===== config.mk =====
export PLATFORM = sky130hd
export DESIGN_NAME = pipe_ctrl_flat
export DESIGN_NICKNAME = d
export VERILOG_FILES = /design/src/rtl/pipe_ctrl_pkg.sv /design/src/rtl/pipe_ctrl_if.sv /design/src/rtl/pipe_ctrl_sram_access_fsm.sv /design/src/rtl/pipe_ctrl.sv /design/src/flat_wrapper.sv
export SDC_FILE = /design/constraint.sdc
export NUM_CORES = 1
export LEC_CHECK = 0
export BUFFER_PORTS_ARGS = -buffer_cell sky130_fd_sc_hd__buf_2
export CAP_MARGIN = 5
export CORE_MARGIN = 1
export CORE_UTILIZATION = 40
export CTS_BUF_LIST = sky130_fd_sc_hd__clkbuf_8
export DETAILED_ROUTE_END_ITERATION = 7
export GPL_TIMING_DRIVEN = 0
export PLACE_DENSITY = 0.78
export SETUP_SLACK_MARGIN = 0.15
export SYNTH_ARGS = -nofsm -noshare
export SYNTH_HDL_FRONTEND = slang
export SYNTH_SLANG_ARGS = --single-unit

===== constraint.sdc =====
create_clock -name clk -period 1.5 [get_ports clk]
set_clock_uncertainty 0.1 [all_clocks]
set_input_delay 0.075 -clock clk [delete_from_list [all_inputs] [get_ports clk]]
set_output_delay 0.075 -clock clk [all_outputs]
set_load 0.05 [all_outputs]

===== src/rtl/pipe_ctrl_pkg.sv =====
// pipe_ctrl_pkg -- shared types and constants for the pipeline controller.
//   REG_W             : register-number width used by the hazard comparators
//   SRAM_WAIT_MAX_DEF : default cycle budget for one SRAM access
//   sram_state_e      : SRAM access FSM states (IDLE / ACCESS / DONE)
//   reg_hit()         : source/destination match qualified by write-back enable
//   sat_inc()         : 32-bit saturating increment for the optional statistics
package pipe_ctrl_pkg;

    localparam int REG_W             = 4;
    localparam int SRAM_WAIT_MAX_DEF = 15;

    typedef enum logic [1:0] {
        IDLE   = 2'd0,
        ACCESS = 2'd1,
        DONE   = 2'd2
    } sram_state_e;

    // A source depends on a producer only if the producer actually writes back.
    function automatic logic reg_hit(input logic [REG_W-1:0] src,
                                     input logic [REG_W-1:0] dest,
                                     input logic             wb_en);
        return wb_en & (src == dest);
    endfunction

    // Counters stick at all-ones instead of wrapping back to zero.
    function automatic logic [31:0] sat_inc(input logic [31:0] value,
                                            input logic        en);
        logic [31:0] res;
        if (en && (value != 32'hFFFF_FFFF)) begin
            res = value + 32'd1;
        end else begin
            res = value;
        end
        return res;
    endfunction

endpackage


===== src/rtl/pipe_ctrl_if.sv =====
// pipe_ctrl_if -- bundle of all pipeline-side and SRAM-side signals of pipe_ctrl.
//   slave  : the controller (reads i_*, drives o_*)
//   master : the pipeline / environment (drives i_*, reads o_*)
//   Inputs : fwd_en, ID sources, EXE/MEM destinations and enables, SRAM
//            request/ready, branch_taken.
//   Outputs: sram_req, sram_freeze, freeze, flush, id_bubble, sram_err.
//   With PIPE_CTRL_STATS_EN defined, three 32-bit statistics outputs are added.
interface pipe_ctrl_if;
    import pipe_ctrl_pkg::*;

    logic             i_fwd_en;
    logic [REG_W-1:0] i_id_src1;
    logic [REG_W-1:0] i_id_src2;
    logic             i_id_two_src;
    logic [REG_W-1:0] i_exe_dest;
    logic [REG_W-1:0] i_mem_dest;
    logic             i_exe_wb_en;
    logic             i_mem_wb_en;
    logic             i_exe_mem_r_en;
    logic             i_mem_r_en;
    logic             i_mem_w_en;
    logic             i_sram_ready;
    logic             i_branch_taken;

    logic             o_sram_req;
    logic             o_sram_freeze;
    logic             o_freeze;
    logic             o_flush;
    logic             o_id_bubble;
    logic             o_sram_err;
`ifdef PIPE_CTRL_STATS_EN
    logic [31:0]      o_stall_cycles;
    logic [31:0]      o_flush_count;
    logic [31:0]      o_timeout_count;
`endif

    modport slave (
        input  i_fwd_en, i_id_src1, i_id_src2, i_id_two_src,
               i_exe_dest, i_mem_dest, i_exe_wb_en, i_mem_wb_en,
               i_exe_mem_r_en, i_mem_r_en, i_mem_w_en, i_sram_ready,
               i_branch_taken,
`ifdef PIPE_CTRL_STATS_EN
        output o_stall_cycles, o_flush_count, o_timeout_count,
`endif
        output o_sram_req, o_sram_freeze, o_freeze, o_flush, o_id_bubble,
               o_sram_err
    );

    modport master (
        output i_fwd_en, i_id_src1, i_id_src2, i_id_two_src,
               i_exe_dest, i_mem_dest, i_exe_wb_en, i_mem_wb_en,
               i_exe_mem_r_en, i_mem_r_en, i_mem_w_en, i_sram_ready,
               i_branch_taken,
`ifdef PIPE_CTRL_STATS_EN
        input  o_stall_cycles, o_flush_count, o_timeout_count,
`endif
        input  o_sram_req, o_sram_freeze, o_freeze, o_flush, o_id_bubble,
               o_sram_err
    );

endinterface


===== src/rtl/pipe_ctrl_sram_access_fsm.sv =====
// sram_access_fsm -- sequences one SRAM access from the MEM stage.
//   clk, rst       : rising-edge clock, asynchronous active-high reset
//   i_mem_req      : MEM stage wants a read or write
//   i_sram_ready   : SRAM reports the access complete
//   o_sram_req     : access strobe, high in every ACCESS cycle
//   o_sram_freeze  : whole-pipeline hold (IDLE with request pending, ACCESS)
//   o_sram_err     : one-cycle pulse in DONE when the access timed out
// An access lasts at most SRAM_WAIT_MAX ACCESS cycles. DONE always lasts one
// cycle with freeze released, so the pipeline moves exactly one step.
module sram_access_fsm
    import pipe_ctrl_pkg::*;
#(
    parameter int SRAM_WAIT_MAX = SRAM_WAIT_MAX_DEF
) (
    input  logic clk,
    input  logic rst,
    input  logic i_mem_req,
    input  logic i_sram_ready,
    output logic o_sram_req,
    output logic o_sram_freeze,
    output logic o_sram_err
);

    // Counter holds 0 .. SRAM_WAIT_MAX-1 (ACCESS cycles already completed).
    localparam int              CNT_W    = (SRAM_WAIT_MAX < 2) ? 1 : $clog2(SRAM_WAIT_MAX);
    localparam logic [CNT_W-1:0] CNT_LAST = CNT_W'(SRAM_WAIT_MAX - 1);

    sram_state_e      r_state;
    sram_state_e      w_next;
    logic [CNT_W-1:0] r_cnt;
    logic             r_timeout;
    logic             w_last;
    logic             w_enter;
    logic             w_to_err;

    // The current ACCESS cycle is the last one the budget allows.
    assign w_last = (r_cnt == CNT_LAST);

    // Next-state decode; ready in the final budget cycle counts as success.
    always_comb begin
        w_next   = r_state;
        w_enter  = 1'b0;
        w_to_err = 1'b0;
        case (r_state)
            IDLE: begin
                if (i_mem_req) begin
                    w_next  = ACCESS;
                    w_enter = 1'b1;
                end else begin
                    w_next = IDLE;
                end
            end
            ACCESS: begin
                if (i_sram_ready) begin
                    w_next = DONE;
                end else if (w_last) begin
                    w_next   = DONE;
                    w_to_err = 1'b1;
                end else begin
                    w_next = ACCESS;
                end
            end
            DONE: begin
                w_next = IDLE;
            end
            default: begin
                w_next = IDLE;
            end
        endcase
    end

    // State register.
    always_ff @(posedge clk or posedge rst) begin
        if (rst) begin
            r_state <= IDLE;
        end else begin
            r_state <= w_next;
        end
    end

    // Wait counter: cleared on ACCESS entry, advanced per ACCESS cycle.
    always_ff @(posedge clk or posedge rst) begin
        if (rst) begin
            r_cnt <= '0;
        end else if (w_enter) begin
            r_cnt <= '0;
        end else if ((r_state == ACCESS) && !w_last) begin
            r_cnt <= r_cnt + CNT_W'(1);
        end else begin
            r_cnt <= r_cnt;
        end
    end

    // Remembers that the access just finished by timeout, for the DONE pulse.
    always_ff @(posedge clk or posedge rst) begin
        if (rst) begin
            r_timeout <= 1'b0;
        end else begin
            r_timeout <= w_to_err;
        end
    end

    assign o_sram_req    = (r_state == ACCESS);
    // Gated by rst so a pending request cannot leak out during reset.
    assign o_sram_freeze = ~rst & ((r_state == ACCESS) | ((r_state == IDLE) & i_mem_req));
    assign o_sram_err    = (r_state == DONE) & r_timeout;

endmodule


===== src/rtl/pipe_ctrl.sv =====
// pipe_ctrl -- hazard detection, flush/freeze priority and SRAM access control.
//   clk, rst : rising-edge clock, asynchronous active-high reset
//   bus      : pipe_ctrl_if.slave carrying all pipeline and SRAM signals
// Priority is sram_freeze > flush > hazard freeze. A branch resolved while the
// SRAM holds the pipeline is flushed in the first unfrozen cycle, because EXE
// keeps presenting branch_taken until then.
// Optional macro PIPE_CTRL_STATS_EN adds saturating 32-bit statistics:
// stall cycles, flush cycles and SRAM timeouts.
module pipe_ctrl
    import pipe_ctrl_pkg::*;
#(
    parameter int SRAM_WAIT_MAX = SRAM_WAIT_MAX_DEF
) (
    input  logic        clk,
    input  logic        rst,
    pipe_ctrl_if.slave  bus
);

    logic w_mem_req;
    logic w_sram_req;
    logic w_sram_freeze;
    logic w_sram_err;
    logic w_hit1_exe;
    logic w_hit2_exe;
    logic w_hit1_mem;
    logic w_hit2_mem;
    logic w_hazard;
    logic w_flush;
    logic w_freeze;

    assign w_mem_req = bus.i_mem_r_en | bus.i_mem_w_en;

    sram_access_fsm #(
        .SRAM_WAIT_MAX (SRAM_WAIT_MAX)
    ) u_sram_fsm (
        .clk           (clk),
        .rst           (rst),
        .i_mem_req     (w_mem_req),
        .i_sram_ready  (bus.i_sram_ready),
        .o_sram_req    (w_sram_req),
        .o_sram_freeze (w_sram_freeze),
        .o_sram_err    (w_sram_err)
    );

    assign w_hit1_exe = reg_hit(bus.i_id_src1, bus.i_exe_dest, bus.i_exe_wb_en);
    assign w_hit2_exe = reg_hit(bus.i_id_src2, bus.i_exe_dest, bus.i_exe_wb_en) & bus.i_id_two_src;
    assign w_hit1_mem = reg_hit(bus.i_id_src1, bus.i_mem_dest, bus.i_mem_wb_en);
    assign w_hit2_mem = reg_hit(bus.i_id_src2, bus.i_mem_dest, bus.i_mem_wb_en) & bus.i_id_two_src;

    // With forwarding only a load in EXE cannot be bypassed in time.
    always_comb begin
        w_hazard = 1'b0;
        if (bus.i_fwd_en) begin
            w_hazard = bus.i_exe_mem_r_en & (w_hit1_exe | w_hit2_exe);
        end else begin
            w_hazard = w_hit1_exe | w_hit2_exe | w_hit1_mem | w_hit2_mem;
        end
    end

    assign w_flush  = ~rst & bus.i_branch_taken & ~w_sram_freeze;
    assign w_freeze = ~rst & w_hazard & ~w_flush & ~w_sram_freeze;

    assign bus.o_sram_req    = w_sram_req;
    assign bus.o_sram_freeze = w_sram_freeze;
    assign bus.o_sram_err    = w_sram_err;
    assign bus.o_flush       = w_flush;
    assign bus.o_freeze      = w_freeze;
    assign bus.o_id_bubble   = w_freeze;

`ifdef PIPE_CTRL_STATS_EN
    logic [31:0] r_stall_cycles;
    logic [31:0] r_flush_count;
    logic [31:0] r_timeout_count;

    // Saturating event counters, cleared only by reset.
    always_ff @(posedge clk or posedge rst) begin
        if (rst) begin
            r_stall_cycles  <= 32'd0;
            r_flush_count   <= 32'd0;
            r_timeout_count <= 32'd0;
        end else begin
            r_stall_cycles  <= sat_inc(r_stall_cycles, w_freeze | w_sram_freeze);
            r_flush_count   <= sat_inc(r_flush_count, w_flush);
            r_timeout_count <= sat_inc(r_timeout_count, w_sram_err);
        end
    end

    assign bus.o_stall_cycles  = r_stall_cycles;
    assign bus.o_flush_count   = r_flush_count;
    assign bus.o_timeout_count = r_timeout_count;
`endif

endmodule


===== src/flat_wrapper.sv =====
// flat-port wrapper written by rule: the top's interface ports become plain ports
module pipe_ctrl_flat import pipe_ctrl_pkg::*;
#(
    parameter int SRAM_WAIT_MAX = SRAM_WAIT_MAX_DEF
)
  (clk, rst, bus_i_fwd_en, bus_i_id_src1, bus_i_id_src2, bus_i_id_two_src, bus_i_exe_dest, bus_i_mem_dest, bus_i_exe_wb_en, bus_i_mem_wb_en, bus_i_exe_mem_r_en, bus_i_mem_r_en, bus_i_mem_w_en, bus_i_sram_ready, bus_i_branch_taken, bus_o_sram_req, bus_o_sram_freeze, bus_o_freeze, bus_o_flush, bus_o_id_bubble, bus_o_sram_err);
  pipe_ctrl_if bus_i ();
  input  logic clk;
  input  logic rst;
  input wire logic [$bits(bus_i.i_fwd_en)-1:0] bus_i_fwd_en;
  input wire logic [$bits(bus_i.i_id_src1)-1:0] bus_i_id_src1;
  input wire logic [$bits(bus_i.i_id_src2)-1:0] bus_i_id_src2;
  input wire logic [$bits(bus_i.i_id_two_src)-1:0] bus_i_id_two_src;
  input wire logic [$bits(bus_i.i_exe_dest)-1:0] bus_i_exe_dest;
  input wire logic [$bits(bus_i.i_mem_dest)-1:0] bus_i_mem_dest;
  input wire logic [$bits(bus_i.i_exe_wb_en)-1:0] bus_i_exe_wb_en;
  input wire logic [$bits(bus_i.i_mem_wb_en)-1:0] bus_i_mem_wb_en;
  input wire logic [$bits(bus_i.i_exe_mem_r_en)-1:0] bus_i_exe_mem_r_en;
  input wire logic [$bits(bus_i.i_mem_r_en)-1:0] bus_i_mem_r_en;
  input wire logic [$bits(bus_i.i_mem_w_en)-1:0] bus_i_mem_w_en;
  input wire logic [$bits(bus_i.i_sram_ready)-1:0] bus_i_sram_ready;
  input wire logic [$bits(bus_i.i_branch_taken)-1:0] bus_i_branch_taken;
  output wire logic [$bits(bus_i.o_sram_req)-1:0] bus_o_sram_req;
  output wire logic [$bits(bus_i.o_sram_freeze)-1:0] bus_o_sram_freeze;
  output wire logic [$bits(bus_i.o_freeze)-1:0] bus_o_freeze;
  output wire logic [$bits(bus_i.o_flush)-1:0] bus_o_flush;
  output wire logic [$bits(bus_i.o_id_bubble)-1:0] bus_o_id_bubble;
  output wire logic [$bits(bus_i.o_sram_err)-1:0] bus_o_sram_err;
  assign bus_i.i_fwd_en = bus_i_fwd_en;
  assign bus_i.i_id_src1 = bus_i_id_src1;
  assign bus_i.i_id_src2 = bus_i_id_src2;
  assign bus_i.i_id_two_src = bus_i_id_two_src;
  assign bus_i.i_exe_dest = bus_i_exe_dest;
  assign bus_i.i_mem_dest = bus_i_mem_dest;
  assign bus_i.i_exe_wb_en = bus_i_exe_wb_en;
  assign bus_i.i_mem_wb_en = bus_i_mem_wb_en;
  assign bus_i.i_exe_mem_r_en = bus_i_exe_mem_r_en;
  assign bus_i.i_mem_r_en = bus_i_mem_r_en;
  assign bus_i.i_mem_w_en = bus_i_mem_w_en;
  assign bus_i.i_sram_ready = bus_i_sram_ready;
  assign bus_i.i_branch_taken = bus_i_branch_taken;
  assign bus_o_sram_req = bus_i.o_sram_req;
  assign bus_o_sram_freeze = bus_i.o_sram_freeze;
  assign bus_o_freeze = bus_i.o_freeze;
  assign bus_o_flush = bus_i.o_flush;
  assign bus_o_id_bubble = bus_i.o_id_bubble;
  assign bus_o_sram_err = bus_i.o_sram_err;
  pipe_ctrl #(.SRAM_WAIT_MAX(SRAM_WAIT_MAX)) u_core (.clk(clk), .rst(rst), .bus(bus_i));
endmodule

# [After elaboration in Yosys (flattened, before gate mapping)]
# Cells that the tools add are included.
[classes] reduce_logical=4 bitwise_logic=23 add_sub_neg=1 n_mux=12 n_eq_ne=7
[ops] operator="4-bit == test" count=4
[ops] operator="1-bit AND" count=15
[ops] operator="4-bit 2-to-1 mux" count=2
[ops] operator="1-bit 2-to-1 mux" count=7
[ops] operator="1-bit bitwise OR" count=5
[ops] operator="4-bit by 1-bit adder with 4-bit output, second input constant" count=1
[ops] operator="4-bit == test, second input constant" count=1
[ops] operator="2-bit 2-to-1 mux" count=2
[ops] operator="2-bit one-hot mux with 2 select lines" count=1
[ops] operator="1-bit NOT" count=3
[ops] operator="2-bit by 1-bit == test with 1-bit output, second input constant" count=1
[ops] operator="2-bit == test, second input constant" count=1
[ops] operator="2-bit zero test" count=1
[ops] operator="2-bit nonzero test" count=1
[ops] operator="1-bit logical AND" count=1
[ops] operator="1-bit zero test" count=1
[word_totals] inputBits=27 elab_cells=50 reg_bits=7

# [Depth between registers and ports, before layout]
[logic_depth] depth_word=10 ltp_mapped=7

# [Hierarchy]
# From an unflattened synthesis, not the netlist that was laid out.
[hier_totals] cells_unflattened=70 area_unflattened_um2=608.1
[by_module_without_submodules] module="sram_access_fsm" cells_per_inst=40 n_inst=1 area_each_um2=381.6
[by_module_without_submodules] module="pipe_ctrl" cells_per_inst=30 n_inst=1 area_each_um2=226.5

# [Worst setup path before layout]
# OpenSTA, ideal clock, no wires.
[synth_path] kind="flip-flop to output port" startpoint="register u_core.u_sram_fsm.r_state[0]" endpoint="output bus_o_id_bubble" arrival_time_ps=2330 n_path_buf=2 stages_incl_launch_ff=8 setup_slack_ps=-1005 cell_sequence="dfrtp_1 nand2b_1 buf_4 inv_2 a2111oi_4 nand3_1 o22ai_1 buf_4"
[synth_rtl] item="from (decl)" line="pipe_ctrl_sram_access_fsm.sv:28" rtl="sram_state_e r_state;"
[synth_rtl] item="from (signal assigned)" line="pipe_ctrl_sram_access_fsm.sv:77" rtl="r_state <= w_next;"
[synth_rtl] item="2-bit by 1-bit == test with 1-bit output *"
[synth_rtl] item="net bus_o_sram_req" line="flat_wrapper.sv:23" rtl="output wire logic [$bits(bus_i.o_sram_req)-1:0] bus_o_sram_req;"
[synth_rtl] item="1-bit bitwise OR *" line="pipe_ctrl_sram_access_fsm.sv:105" rtl="assign o_sram_freeze = ~rst & ((r_state == ACCESS) | ((r_state == IDLE) & i_mem_req));"
[synth_rtl] item="1-bit AND *" line="pipe_ctrl_sram_access_fsm.sv:105"
[synth_rtl] item="1-bit NOT *" line="pipe_ctrl.sv:60, pipe_ctrl.sv:61"
[synth_rtl] item="1-bit AND" line="pipe_ctrl.sv:60" rtl="assign w_flush = ~rst & bus.i_branch_taken & ~w_sram_freeze;"
[synth_rtl] item="1-bit NOT" line="pipe_ctrl.sv:61" rtl="assign w_freeze = ~rst & w_hazard & ~w_flush & ~w_sram_freeze;"
[synth_rtl] item="1-bit AND" line="pipe_ctrl.sv:61"
[synth_rtl] item="1-bit AND *" line="pipe_ctrl.sv:61"
[synth_rtl] item="to (decl)" line="flat_wrapper.sv:27" rtl="output wire logic [$bits(bus_i.o_id_bubble)-1:0] bus_o_id_bubble;"
# The timed path passes the listed nets; every way through them passes the cells marked *.

# [Final worst setup path]
[layout_path] startpoint="register u_core.u_sram_fsm.r_state[0]" endpoint="output bus_o_id_bubble"
[layout_between] elab_chain_cells=9
[layout_rtl] item="2-bit zero test" line="pipe_ctrl_sram_access_fsm.sv:105"
[layout_rtl] item="1-bit AND" line="pipe_ctrl_sram_access_fsm.sv:105"
[layout_rtl] item="1-bit bitwise OR *" line="pipe_ctrl_sram_access_fsm.sv:105"
[layout_rtl] item="1-bit AND *" line="pipe_ctrl_sram_access_fsm.sv:105"
[layout_rtl] item="1-bit NOT *" line="pipe_ctrl.sv:60, pipe_ctrl.sv:61"
[layout_rtl] item="1-bit AND" line="pipe_ctrl.sv:60"
[layout_rtl] item="1-bit NOT" line="pipe_ctrl.sv:61"
[layout_rtl] item="1-bit AND" line="pipe_ctrl.sv:61"
[layout_rtl] item="1-bit AND *" line="pipe_ctrl.sv:61"
# Mark *: on every way between the ends. The rest lies on a longest branch, timed or not.

==> results.toml <==
[outcome]
run_status = "finished with violations"
violations = "setup timing"

[detailed_routing]
remaining_drc_errors = 0
detail_route.iter0.violations = 6
firstDrtPassIters = 3
wl_final_um = 1621
route.antenna.remaining_nets = 0
per_cell_via_count_in_the_routed_design = 5.145
via_count = 638
wl_per_cell_um = 13.07

[placed_design]
place_hpwl_um = 1145
numPlacedInstances = 115
portBuffers = 32
gp_congestion = 0.7733

[worst_setup_path]
capturing_instance_or_port_of_the_critical_path = "bus_o_id_bubble"
critPathMaxStageDelay_ns = 0.41
crit_cells = 8
setup.worst_path.end_class = "primary output"
start_point_of_the_critical_path = "u_core.u_sram_fsm.r_state[0]$_DFF_PP0_"
path_class = "reg2out"
crit_family = "flip-flops"
timing.reg2reg.worst_path_depth = 6
setup.worst_path.start_class = "flop"
reg2reg_from = "u_core.u_sram_fsm.r_cnt[0]$_DFFE_PP0P_"
timing.critical_path.fanout_max = 3
critical_path.slowest_cell = "sky130_fd_sc_hd__dfrtp_1"
worst-r2r-setup-slack_ns = 0.07
crit_buf_inv = 4
cpMostUsedCell = "sky130_fd_sc_hd__buf_6"
cp_data_required_time_ns = 1.32
worstPathArrival_ns = 1.71
reg2reg_to = "u_core.u_sram_fsm.r_cnt[3]$_DFFE_PP0P_"
crit_path_cell_trace = "nand2b_4 > buf_6 > inv_8 > a2111oi_4 > nand3_1 > o22ai_4 > buf_6 > buf_8"

[sta]
max-slew-margin-rel_pct = 79.03
rsz0062_at_grt = "yes"
fin_ws_ns = -0.3818
final.period_utilization_pct = 125.5
setup_violations = 4
timing.final.max_slew_violations = 0
finalCriticalPeriod_ns = 1.882
hold_violations = 0
timing_worst_slew_pin_value_ns = 0.3136
timing.fmax_mhz = 531.4

[cells_and_area]
most-common-layout-cells = "sky130_fd_sc_hd__buf_2 (28), sky130_fd_sc_hd__xor2_1 (15), sky130_fd_sc_hd__nor2_1 (8)"
post_route_cells_drive_above_1_share_pct = 44.04
layout_commonest_cell = "sky130_fd_sc_hd__buf_2"
antenna-diode-count = 0
fillerInstances = 100
stdcell_count = 124
multi_input_comb_area_sq_um = 447.9
seqCellArea_sq_um = 175.2
finalCoreUtilization_pct = 70.81
nNetsFinal = 139
p_r_area_growth_vs_syn_pct = 59.17

[logic_synthesis]
synth.net_count = 97
synthesis.area_per_instance_sq_um = 8.832
synth-edff-count = 0
yosysUniqueCellTypes = 24
yosys_most_used_dff = "sky130_fd_sc_hd__dfrtp_1"
mappedNetlistArea_sq_um = 600.6
postSynthCellCount = 68
yosys_register_bits = 7
yosysSeqAreaShare_pct = 29.17
async_flop_share_pct = 100.0
synth_warnings = 0

[clock_tree]
clockRootBuffer = "sky130_fd_sc_hd__clkbuf_8"
h-tree-depth = 1
cts.sink_count = 7
clk_pin_slew_worst_paths_ns = 0.04
cts_buffer_depth = 2
tritoncts = "yes"
tritoncts.num_buffers = 3
clock_insertion_delay_worst_skew_ns = 0.23

[global_route]
all_layer_gr_usage_pct = 24.83
grt_start_max_net_pins = 8
grt_overflow_total = 0
first_global_vias = 613
grt_antenna_before_repair = 0
grt_pass1_wl_um = 2566

[floorplan]
dieArea_sq_mm = 0.001661
fp-row-count = 13
core-area_sq_mm = 0.001350
ios = 33
die_width_um = 40.75
initial_core_util_pct = 44.49
die-height_um = 40.75

[power_and_ir_drop]
power-per-cell-area_mw_per_mm2 = 1365
p_leak_nw = 0.4507
ir_worst_vdd_uv = 846.8

[run]
cap_violations = 0

[hold_path]
timing.hold.worst.class = "in2async"
cells by family (layout without fill, tap and decap cells):
logic type / count (synthesis) / count (layout) / share of synthesized area, %
xor+xnor: 19 / 19 / 27.71
flops: 7 / 7 / 29.17
simple gates: 28 / 28 / 23.54
fa+ha+maj: 2 / 2 / 4.166
compound gates: 7 / 7 / 11.04
buf+inv: 5 / 46 / 4.374
synthesized netlist by cell type (2+ instances only):
library cell | number | area [sq um]
sky130_fd_sc_hd__xor2_1 | 15 | 131.4
sky130_fd_sc_hd__nor2_1 | 9 | 33.78
sky130_fd_sc_hd__dfrtp_1 | 7 | 175.2
sky130_fd_sc_hd__nand3_1 | 4 | 20.02
sky130_fd_sc_hd__nor3_1 | 4 | 20.02
sky130_fd_sc_hd__xnor2_1 | 4 | 35.03
sky130_fd_sc_hd__a31oi_1 | 2 | 12.51
sky130_fd_sc_hd__buf_4 | 2 | 15.01
sky130_fd_sc_hd__ha_1 | 2 | 25.02
sky130_fd_sc_hd__inv_1 | 2 | 7.510
sky130_fd_sc_hd__nand2_1 | 2 | 7.510
sky130_fd_sc_hd__nand2b_1 | 2 | 12.51
sky130_fd_sc_hd__nor4_1 | 2 | 12.51
power by group:
part,internal [mW],switching [mW],leakage (nW)
combinational,0.310,0.428,0.332
clock,0.177,0.0826,0.0269
sequential,0.249,0.0582,0.0921
worst reg2reg max path: stages, from the launching register on:
cell and delay, ns:
sky130_fd_sc_hd__dfrtp_1 0.36, sky130_fd_sc_hd__inv_1 0.06, sky130_fd_sc_hd__ha_1 0.22, sky130_fd_sc_hd__and3_4 0.22
sky130_fd_sc_hd__nor3_4 0.16, sky130_fd_sc_hd__xnor2_1 0.13, sky130_fd_sc_hd__nor2_1 0.06
per-stage QoR:
step	hold WS, ns	setup slack (ns)	cell area [sq um]	setup TNS (ns)	power, mW
after CTS	0.2892	-0.3748	948.4	-0.8943	1.270
final	0.2895	-0.3818	955.9	-0.9386	1.305
after detailed placement	-0.03418	-0.2631	808.3	-0.5822	0.8868
after global routing	0.3317	-0.4823	955.9	-1.345	1.395
after floorplan	-0.2164	-0.3044	629.4	-0.5412	0.7446
after global placement	-0.03674	-0.2526	808.3	-0.4469	0.8676
timing repair:
item	in CTS	in global routing
buffers inserted	3	0
resized for setup	14	1
pin swaps	6	3
hold buffers	2	0
setup endpoints to repair	8	9
hold endpoints to repair	9	0
worst min-delay path by stage:
stage,start,to,depth (start not counted)
global route,rst,u_core.u_sram_fsm.r_timeout$_DFF_PP0_,3
finish,rst,u_core.u_sram_fsm.r_state[0]$_DFF_PP0_,3
CTS,rst,u_core.u_sram_fsm.r_cnt[1]$_DFFE_PP0P_,3
detailed placement,rst,u_core.u_sram_fsm.r_cnt[1]$_DFFE_PP0P_,2
global placement,rst,u_core.u_sram_fsm.r_state[0]$_DFF_PP0_,2
floorplan,rst,u_core.u_sram_fsm.r_cnt[0]$_DFFE_PP0P_,1
state kept, by name, indices dropped and copies added (netlist names):
register and count:
u_core.u_sram_fsm.r_cnt 4, u_core.u_sram_fsm.r_state 2, u_core.u_sram_fsm.r_timeout 1
layer usage:
layer / global-route usage, % / share of wire (%) / vias up / wire (um)
li1: - / - / 316 / -
met3: 10.87 / 5.9 / 6 / 96
met2: 46.43 / 54 / 20 / 878
met5: 0 / 0 / - / 0
met1: 23.51 / 38 / 296 / 616
met4: 9.167 / 1.9 / 0 / 30
layout make-up:
| class | instances | area share [%] |
|---|---|---|
| Buffer | 2 | 2.356 |
| Clock buffer | 3 | 4.319 |
| Clock inverter | 1 | 0.3927 |
| Inverter | 3 | 1.963 |
| Multi-Input combinational cell | 56 | 46.86 |
| Sequential cell | 7 | 18.32 |
| Tap cell | 15 | 1.963 |
| Timing Repair Buffer | 37 | 23.82 |
Power figures use the tool's default switching activity.
